**src/rtl/imem_loader.sv**
```systemverilog
// imem_loader: boot-time instruction-memory loader.
// Parses a framed byte stream and writes big-endian words to memory.
module imem_loader #(
    parameter logic [31:0] BASE_ADDR = 32'h0000_0000,
    parameter int          MAX_WORDS = 256
) (
    input  logic        clk,
    input  logic        rst_n,
    input  logic        in_valid,
    input  logic [7:0]  in_data,
    output logic        in_ready,
    output logic        mem_we,
    output logic [31:0] mem_addr,
    output logic [31:0] mem_wdata,
    output logic        cpu_hold,
    output logic        done,
    output logic        error
);

    typedef enum logic [2:0] {
        S_CNT_HI,
        S_CNT_LO,
        S_DATA,
        S_CSUM,
        S_DONE,
        S_ERR
    } state_t;

    localparam logic [31:0] MAX_W = 32'(MAX_WORDS);

    state_t      state_q, state_d;
    logic [15:0] cnt_q, cnt_d;
    logic [31:0] asm_q, asm_d;
    logic [7:0]  csum_q, csum_d;
    logic [1:0]  byte_idx_q, byte_idx_d;
    logic [15:0] word_idx_q, word_idx_d;
    logic        in_ready_q, in_ready_d;
    logic        mem_we_q, mem_we_d;
    logic [31:0] mem_addr_q, mem_addr_d;
    logic [31:0] mem_wdata_q, mem_wdata_d;
    logic        cpu_hold_q, cpu_hold_d;
    logic        done_q, done_d;
    logic        error_q, error_d;
    logic        accept;

    // Next-state: frame parsing, word assembly and registered outputs
    always_comb begin
        state_d     = state_q;
        cnt_d       = cnt_q;
        asm_d       = asm_q;
        csum_d      = csum_q;
        byte_idx_d  = byte_idx_q;
        word_idx_d  = word_idx_q;
        mem_we_d    = 1'b0;
        mem_addr_d  = mem_addr_q;
        mem_wdata_d = mem_wdata_q;
        accept      = in_valid && in_ready_q;

        if (accept) begin
            case (state_q)
                S_CNT_HI: begin
                    cnt_d   = {in_data, cnt_q[7:0]};
                    state_d = S_CNT_LO;
                end
                S_CNT_LO: begin
                    cnt_d = {cnt_q[15:8], in_data};
                    if ({16'h0000, cnt_d} > MAX_W) begin
                        state_d = S_ERR;
                    end else if (cnt_d == 16'h0000) begin
                        state_d = S_CSUM;
                    end else begin
                        state_d = S_DATA;
                    end
                end
                S_DATA: begin
                    asm_d      = {asm_q[23:0], in_data};
                    csum_d     = csum_q ^ in_data;
                    byte_idx_d = byte_idx_q + 2'd1;
                    if (byte_idx_q == 2'd3) begin
                        mem_we_d    = 1'b1;
                        mem_addr_d  = BASE_ADDR
                                    + {14'b0, word_idx_q, 2'b00};
                        mem_wdata_d = asm_d;
                        word_idx_d  = word_idx_q + 16'd1;
                        if (word_idx_d == cnt_q) begin
                            state_d = S_CSUM;
                        end
                    end
                end
                S_CSUM: begin
                    state_d = (in_data == csum_q) ? S_DONE : S_ERR;
                end
                default: begin
                    state_d = state_q;
                end
            endcase
        end

        in_ready_d = (state_d != S_DONE) && (state_d != S_ERR);
        cpu_hold_d = (state_d != S_DONE);
        done_d     = (state_d == S_DONE);
        error_d    = (state_d == S_ERR);
    end

    // State and output registers, asynchronously cleared
    always_ff @(posedge clk or negedge rst_n) begin
        if (!rst_n) begin
            state_q     <= S_CNT_HI;
            cnt_q       <= 16'h0000;
            asm_q       <= 32'h0;
            csum_q      <= 8'h00;
            byte_idx_q  <= 2'd0;
            word_idx_q  <= 16'h0000;
            in_ready_q  <= 1'b1;
            mem_we_q    <= 1'b0;
            mem_addr_q  <= BASE_ADDR;
            mem_wdata_q <= 32'h0;
            cpu_hold_q  <= 1'b1;
            done_q      <= 1'b0;
            error_q     <= 1'b0;
        end else begin
            state_q     <= state_d;
            cnt_q       <= cnt_d;
            asm_q       <= asm_d;
            csum_q      <= csum_d;
            byte_idx_q  <= byte_idx_d;
            word_idx_q  <= word_idx_d;
            in_ready_q  <= in_ready_d;
            mem_we_q    <= mem_we_d;
            mem_addr_q  <= mem_addr_d;
            mem_wdata_q <= mem_wdata_d;
            cpu_hold_q  <= cpu_hold_d;
            done_q      <= done_d;
            error_q     <= error_d;
        end
    end

    assign in_ready  = in_ready_q;
    assign mem_we    = mem_we_q;
    assign mem_addr  = mem_addr_q;
    assign mem_wdata = mem_wdata_q;
    assign cpu_hold  = cpu_hold_q;
    assign done      = done_q;
    assign error     = error_q;

endmodule

```
**config.mk**
```make
export PLATFORM = sky130hd
export DESIGN_NAME = imem_loader
export DESIGN_NICKNAME = d
export VERILOG_FILES = /design/src/rtl/imem_loader.sv
export SDC_FILE = /design/constraint.sdc
export NUM_CORES = 1
export LEC_CHECK = 0
export CAP_MARGIN = 10
export CORE_MARGIN = 2
export CORE_UTILIZATION = 50
export CTS_BUF_LIST = sky130_fd_sc_hd__clkbuf_4
export DETAILED_ROUTE_END_ITERATION = 10
export GPL_ROUTABILITY_DRIVEN = 0
export GPL_TIMING_DRIVEN = 0
export PLACE_DENSITY = 0.83
export REMOVE_ABC_BUFFERS = 1
export SLEW_MARGIN = 20
export SYNTH_ARGS = -nofsm -noshare
export SYNTH_HDL_FRONTEND = slang
export SYNTH_SLANG_ARGS = --single-unit
```
**constraint.sdc**
```tcl
create_clock -name clk -period 1.9 [get_ports clk]
set_input_delay 0.38 -clock clk [delete_from_list [all_inputs] [get_ports clk]]
set_output_delay 0.38 -clock clk [all_outputs]
set_load 0.02 [all_outputs]
```
Word level (Yosys, flattened, before mapping)
Index checks and enable logic that the tools add are counted.
Operators by class
  bitwise operators: 3
  add/subtract/negate cells: 2
  multiplexer cells: 11
  magnitude comparators: 1
  eq/ne operators: 10
  reduce and logical (&&, ||, !) cells: 8
Operator list (number)
  case mux 16 bit (2 select lines): 1
  adder 16 x 1 -> 16 bit, second input constant: 1
  equality test 16 bit: 1
  greater-than comparator 16 x 9 -> 1 bit, second input constant: 1
  logical NOT 16 bit: 1
  2-to-1 mux 3 bit: 4
  case mux 3 bit (4 select lines): 1
  AND reduction 3 bit: 3
  equality test 8 bit: 1
  bitwise XOR 8 bit: 1
  equality test 3 x 2 -> 1 bit, second input constant: 2
  equality test 3 bit, second input constant: 2
  != test 3 bit, second input constant: 2
  2-to-1 mux 1 bit: 5
  equality test 3 x 1 -> 1 bit, second input constant: 1
  logical NOT 3 bit: 1
  adder 2 x 1 -> 2 bit, second input constant: 1
  equality test 2 bit, second input constant: 1
  logical AND 1 bit: 2
  inverter 1 bit: 2
  AND reduction 2 bit: 1
Word-level totals
  logic and storage cells: 49
  input port bits: 11
  output and inout bits: 69
  flip-flop bits (word level): 122

Logic depth before layout (Yosys ltp)
  depth in word-level cells: 8
  mapped depth: 8
  gate-level depth less buffers: 8

Least setup slack after synthesis
Ideal clock, no wire load.
  path type: reg2reg
  start point: reg word_idx_q[1]
  end point: reg error_q, in the netlist error
  path buffers: 0
  arrival time: 1.858 ns
  cell stages (with the launch flop): 8
  setup time: 0.080 ns
  setup slack: -0.038 ns
  cells stage by stage: dfrtp_1 -> ha_1 -> xor2_1 -> a2111oi_0 -> nand2_1 -> nor4_1 -> a41oi_2 -> nor3_2
On the way
  cells in the longest elaborated chain, start to end: 7
RTL lines
  start, declared: RTL line 36  | logic [15:0] word_idx_q, word_idx_d;
  start signal, assigned: RTL line 127  | word_idx_q <= word_idx_d;
  adder 16 x 1 -> 16 bit: RTL line 84  | word_idx_d = word_idx_q + 16'd1;
  equality test 16 bit: RTL line 85  | if (word_idx_d == cnt_q) begin
  2-to-1 mux 3 bit: RTL line 85
  2-to-1 mux 3 bit: RTL line 79  | if (byte_idx_q == 2'd3) begin
  case mux 3 bit (4 select lines): RTL line 60  | case (state_q)
  2-to-1 mux 3 bit: RTL line 59  | if (accept) begin
  equality test 3 bit: RTL line 102  | error_d = (state_d == S_ERR);
  via error_d: RTL line 43  | logic error_q, error_d;
  end signal, assigned: RTL line 134  | error_q <= error_d;
  end, declared: RTL line 43
The timed path passes the listed nets, and every way through them passes these cells.
A chain may end at the register's enable or synchronous reset.

Worst setup path in the final report
  start point: reg word_idx_q[2]
  end point: reg error_q, in the netlist error
Same word-level chain as after synthesis.

==> metrics <==
result of the run=complete, but fails checks; failing checks=setup timing; horizontal extent of the die=around 110 µm; CTS tree=yes; CTS Buf Count=17; Worst path slowest cell=dfrtp_2; max-slew violation count=0; Layout Area Growth over Synthesis=28.13%; largest stage delay on the critical path=about 0.54 ns; floorplan die height=around 110 µm; area share of the largest cell type after synthesis=53.92%; routed length per instance=around 18 µm; Max Root-Sink Buffers=2; flip-flop cell with the highest count after synthesis=dfrtp_1; final total negative setup slack=-0.3137 ns; Port Buf Inserts=63; Yosys warning total=0; max-slew headroom at the worst pin=a little under three fifths; Sequential Power Share=50.6%; starting utilization of the core area=between 50% and 60%; router iterations before antenna repair=7; via count=4573; storage element area=around 0.0031 mm²; Switch Pwr=0.001941 W; number of distinct library cells after synthesis=54; post-route ant nets=0; required time of the critical path=about 2.4 ns; P per Cell Area=about 860 mW/mm²; upper clock frequency limit=between 400 and 500 MHz; endpoints failing setup=3; RSZ-0062 raised after global routing=yes; GRT overflow=0; layout net count=685; cell family with most CP delay=simple AND/OR/NAND/NOR gates; Data arrival, critical path=between 2 and 3 ns; area of combinational cells with multiple inputs=between 0.002 and 0.003 mm²; max cap viols=0; cell chain of the critical path=nand4_4, nor3_4, o211ai_1, nor4_4, a41oi_2, nor3_2; wire length after detailed routing=approximately 15000 µm; GRT Util Overall=about a quarter; top cell type by total area after synthesis=dfrtp_1; detailed placement HPWL=7511 µm; share of synthesized area occupied by flip-flops and latches=a little over half; mean instance size in the synthesized netlist=between 9 and 10 µm²; Netlist Area Pre-Place=between 0.005 and 0.006 mm²; leak pwr=between 3 and 4 nW; final critical-path required period=2.071 ns; layout cells sized above 1=20.58%; vias per cell=between 5 and 6; portion of total power attributed to the clock network=29.8%; cells taking the most area after synthesis=dfrtp_1 (54%), nand2_1 (16%), xnor2_1 (5.3%); commonest cells in the synthesized netlist=nand2_1 (231), dfrtp_1 (120), xnor2_1 (34); count of flip-flops with a built-in enable after synthesis=0; Hold Worst Slack=approximately 0.26 ns; via count of the first global-routing pass=around 4400; worst path buffer plus inverter count=0; setup slack of the critical path after layout=-0.1711 ns; Fin Clk Skew=0.02213 ns; Worst setup SP type=flop; clock sink count=122; master cell of the clock root buffer=clkbuf_4; wire length of the first global-routing pass=21880 µm; I/O pins=80; number of DRC markers after the initial detailed-route iteration=about 380; largest driver fanout on the critical path=8; area enclosed by the die boundary=~0.012 mm²; clock latency reported for the late side of the worst-skew pair=between 0.5 and 0.6 ns; number of antenna violations at the first check in global routing=1; transition time at the pin with the least slew margin=0.6552 ns; Cells after Synth=about 580; HP Class=in2reg; largest net degree at the start of global routing=64; logic gate share of total power=19.6%; clock-pin transition on the worst setup and hold timing paths=roughly 0.12 ns; maximum level of the CTS H-tree=4; Final Hold Violating Endpoints=0; worst vdd ir=436.9 µV; fraction of registers with async set or reset after synthesis=100.0%; core area=0.01084 mm²; DRC violation count after routing=0; post-synthesis sequential element count=about 120; nature of the critical path endpoint=flop; category of the critical setup timing path=reg2reg; portion of the clock cycle consumed by the worst path in the final layout=109.0%; library cell with the highest instance count after synthesis=nand2_1; proportion of total power due to net switching=roughly a third; number of rows created at floorplan=38; internal power component=~0.0042 W; fill count=863
## worst min-delay path: cells and delay by family
kind | cells | cell delay (ns)
buf+inv | 1 | 0.24
simple gates | 2 | 0.15
## path summary, 6_finish.rpt
check                                          start                         to  slack [ns]  depth (start not counted)
setup / recovery           word_idx_q[2]$_DFFE_PN0P_            error$_DFF_PN0_       -0.17                          6
hold / removal                            in_data[2]   mem_wdata[2]$_DFFE_PN0P_        0.26                          3
setup reg to reg           word_idx_q[2]$_DFFE_PN0P_            error$_DFF_PN0_       -0.17                          6
hold reg to reg            mem_wdata[29]$_DFFE_PN0P_  mem_wdata[29]$_DFFE_PN0P_        0.48                          2
max in group asynchronous                      rst_n         in_ready$_DFF_PN1_        0.82                          3
min in group asynchronous                      rst_n       cnt_q[9]$_DFFE_PN0P_        0.37                          2
## cell type report
type / instances / area share [%]
antenna: 1 / 0.03507
clock buffer: 18 / 1.894
clock inverter: 14 / 2.069
inverter: 8 / 0.7891
multi-input combinational: 419 / 35.77
sequential: 122 / 43.07
tap: 140 / 2.455
timing repair buffer: 102 / 13.54
timing repair inverter: 2 / 0.3858
## through the flow
step           cell area [µm²]  util, %  total power (W)  cells  setup WS, ns
5_1_grt                   7136    65.82         0.006442    826       -0.2428
3_3_place_gp              6182    57.03         0.004043    749        -4.063
2_1_floorplan             5376        -         0.003766    546        -1.147
4_1_cts                   6839    63.09         0.006034    812      -0.03158
6_report                  7136    65.82         0.006154    826       -0.1711
3_5_place_dp              6232    57.49         0.004131    751        -1.960
## power groups by stage
stage | clock (W) | combinational (W) | sequential, W
after floorplan | 0 | 0.000638 | 0.00313
after global placement | 0 | 0.000914 | 0.00313
after detailed placement | 0 | 0.000971 | 0.00316
after CTS | 0.00187 | 0.00108 | 0.00309
after global routing | 0.00199 | 0.00131 | 0.00314
final | 0.00183 | 0.00121 | 0.00311
## metal layers
metal	vias up	global-route usage, %	wire (µm)
met4	0	10.85	574
li1	2047	-	-
met5	-	0	0
met2	258	38.89	6980
met1	2211	30.98	5817
met3	57	5.216	1200
## sequential cells by signal, indices dropped and copies added, names as in the netlist
signal	flops
mem_wdata	32
asm_q	24
cnt_q	16
mem_addr	16
word_idx_q	16
csum_q	8
state_q	3
byte_idx_q	2
cpu_hold	1
done	1
error	1
in_ready	1
mem_we	1
## kinds of logic after synthesis
group / Yosys count / share of synthesized area [%]
AO/OA/AOI/OAI: 33 / 4.359
multiplexers: 17 / 3.415
adder cells (fa/ha/maj): 2 / 0.4493
flip-flops: 122 / 54.86
buffers and inverters: 53 / 5.010
AND/OR/NAND/NOR: 299 / 24.13
XOR/XNOR: 49 / 7.706
other: 1 / 0.06734
## timing repair
item / in CTS / in global routing
hold buffers: 1 / 0
setup buffers: 24 / 12
endpoints found under the setup margin: 140 / 29
pin swaps: 16 / 5
endpoints found under the hold margin: 61 / 0
gates cloned: 4 / 1
gates resized for setup: 79 / 35
## placed cells by master, fill, tap and decap left out, types with 6 or more instances in the layout
master,count
buf_4,30
inv_1,7
dlygate4sd2_1,42
nand3_1,8
conb_1,16
dlymetal6s2s_1,11
clkbuf_4,18
nor3_1,7
xnor2_1,34
dfrtp_2,14
dfrtp_1,106
mux2_2,16
o21ai_0,7
xor2_1,15
nor2_1,11
buf_6,6
clkdlybuf4s50_1,9
nand2_1,229
(Power assumes the default switching activity.)
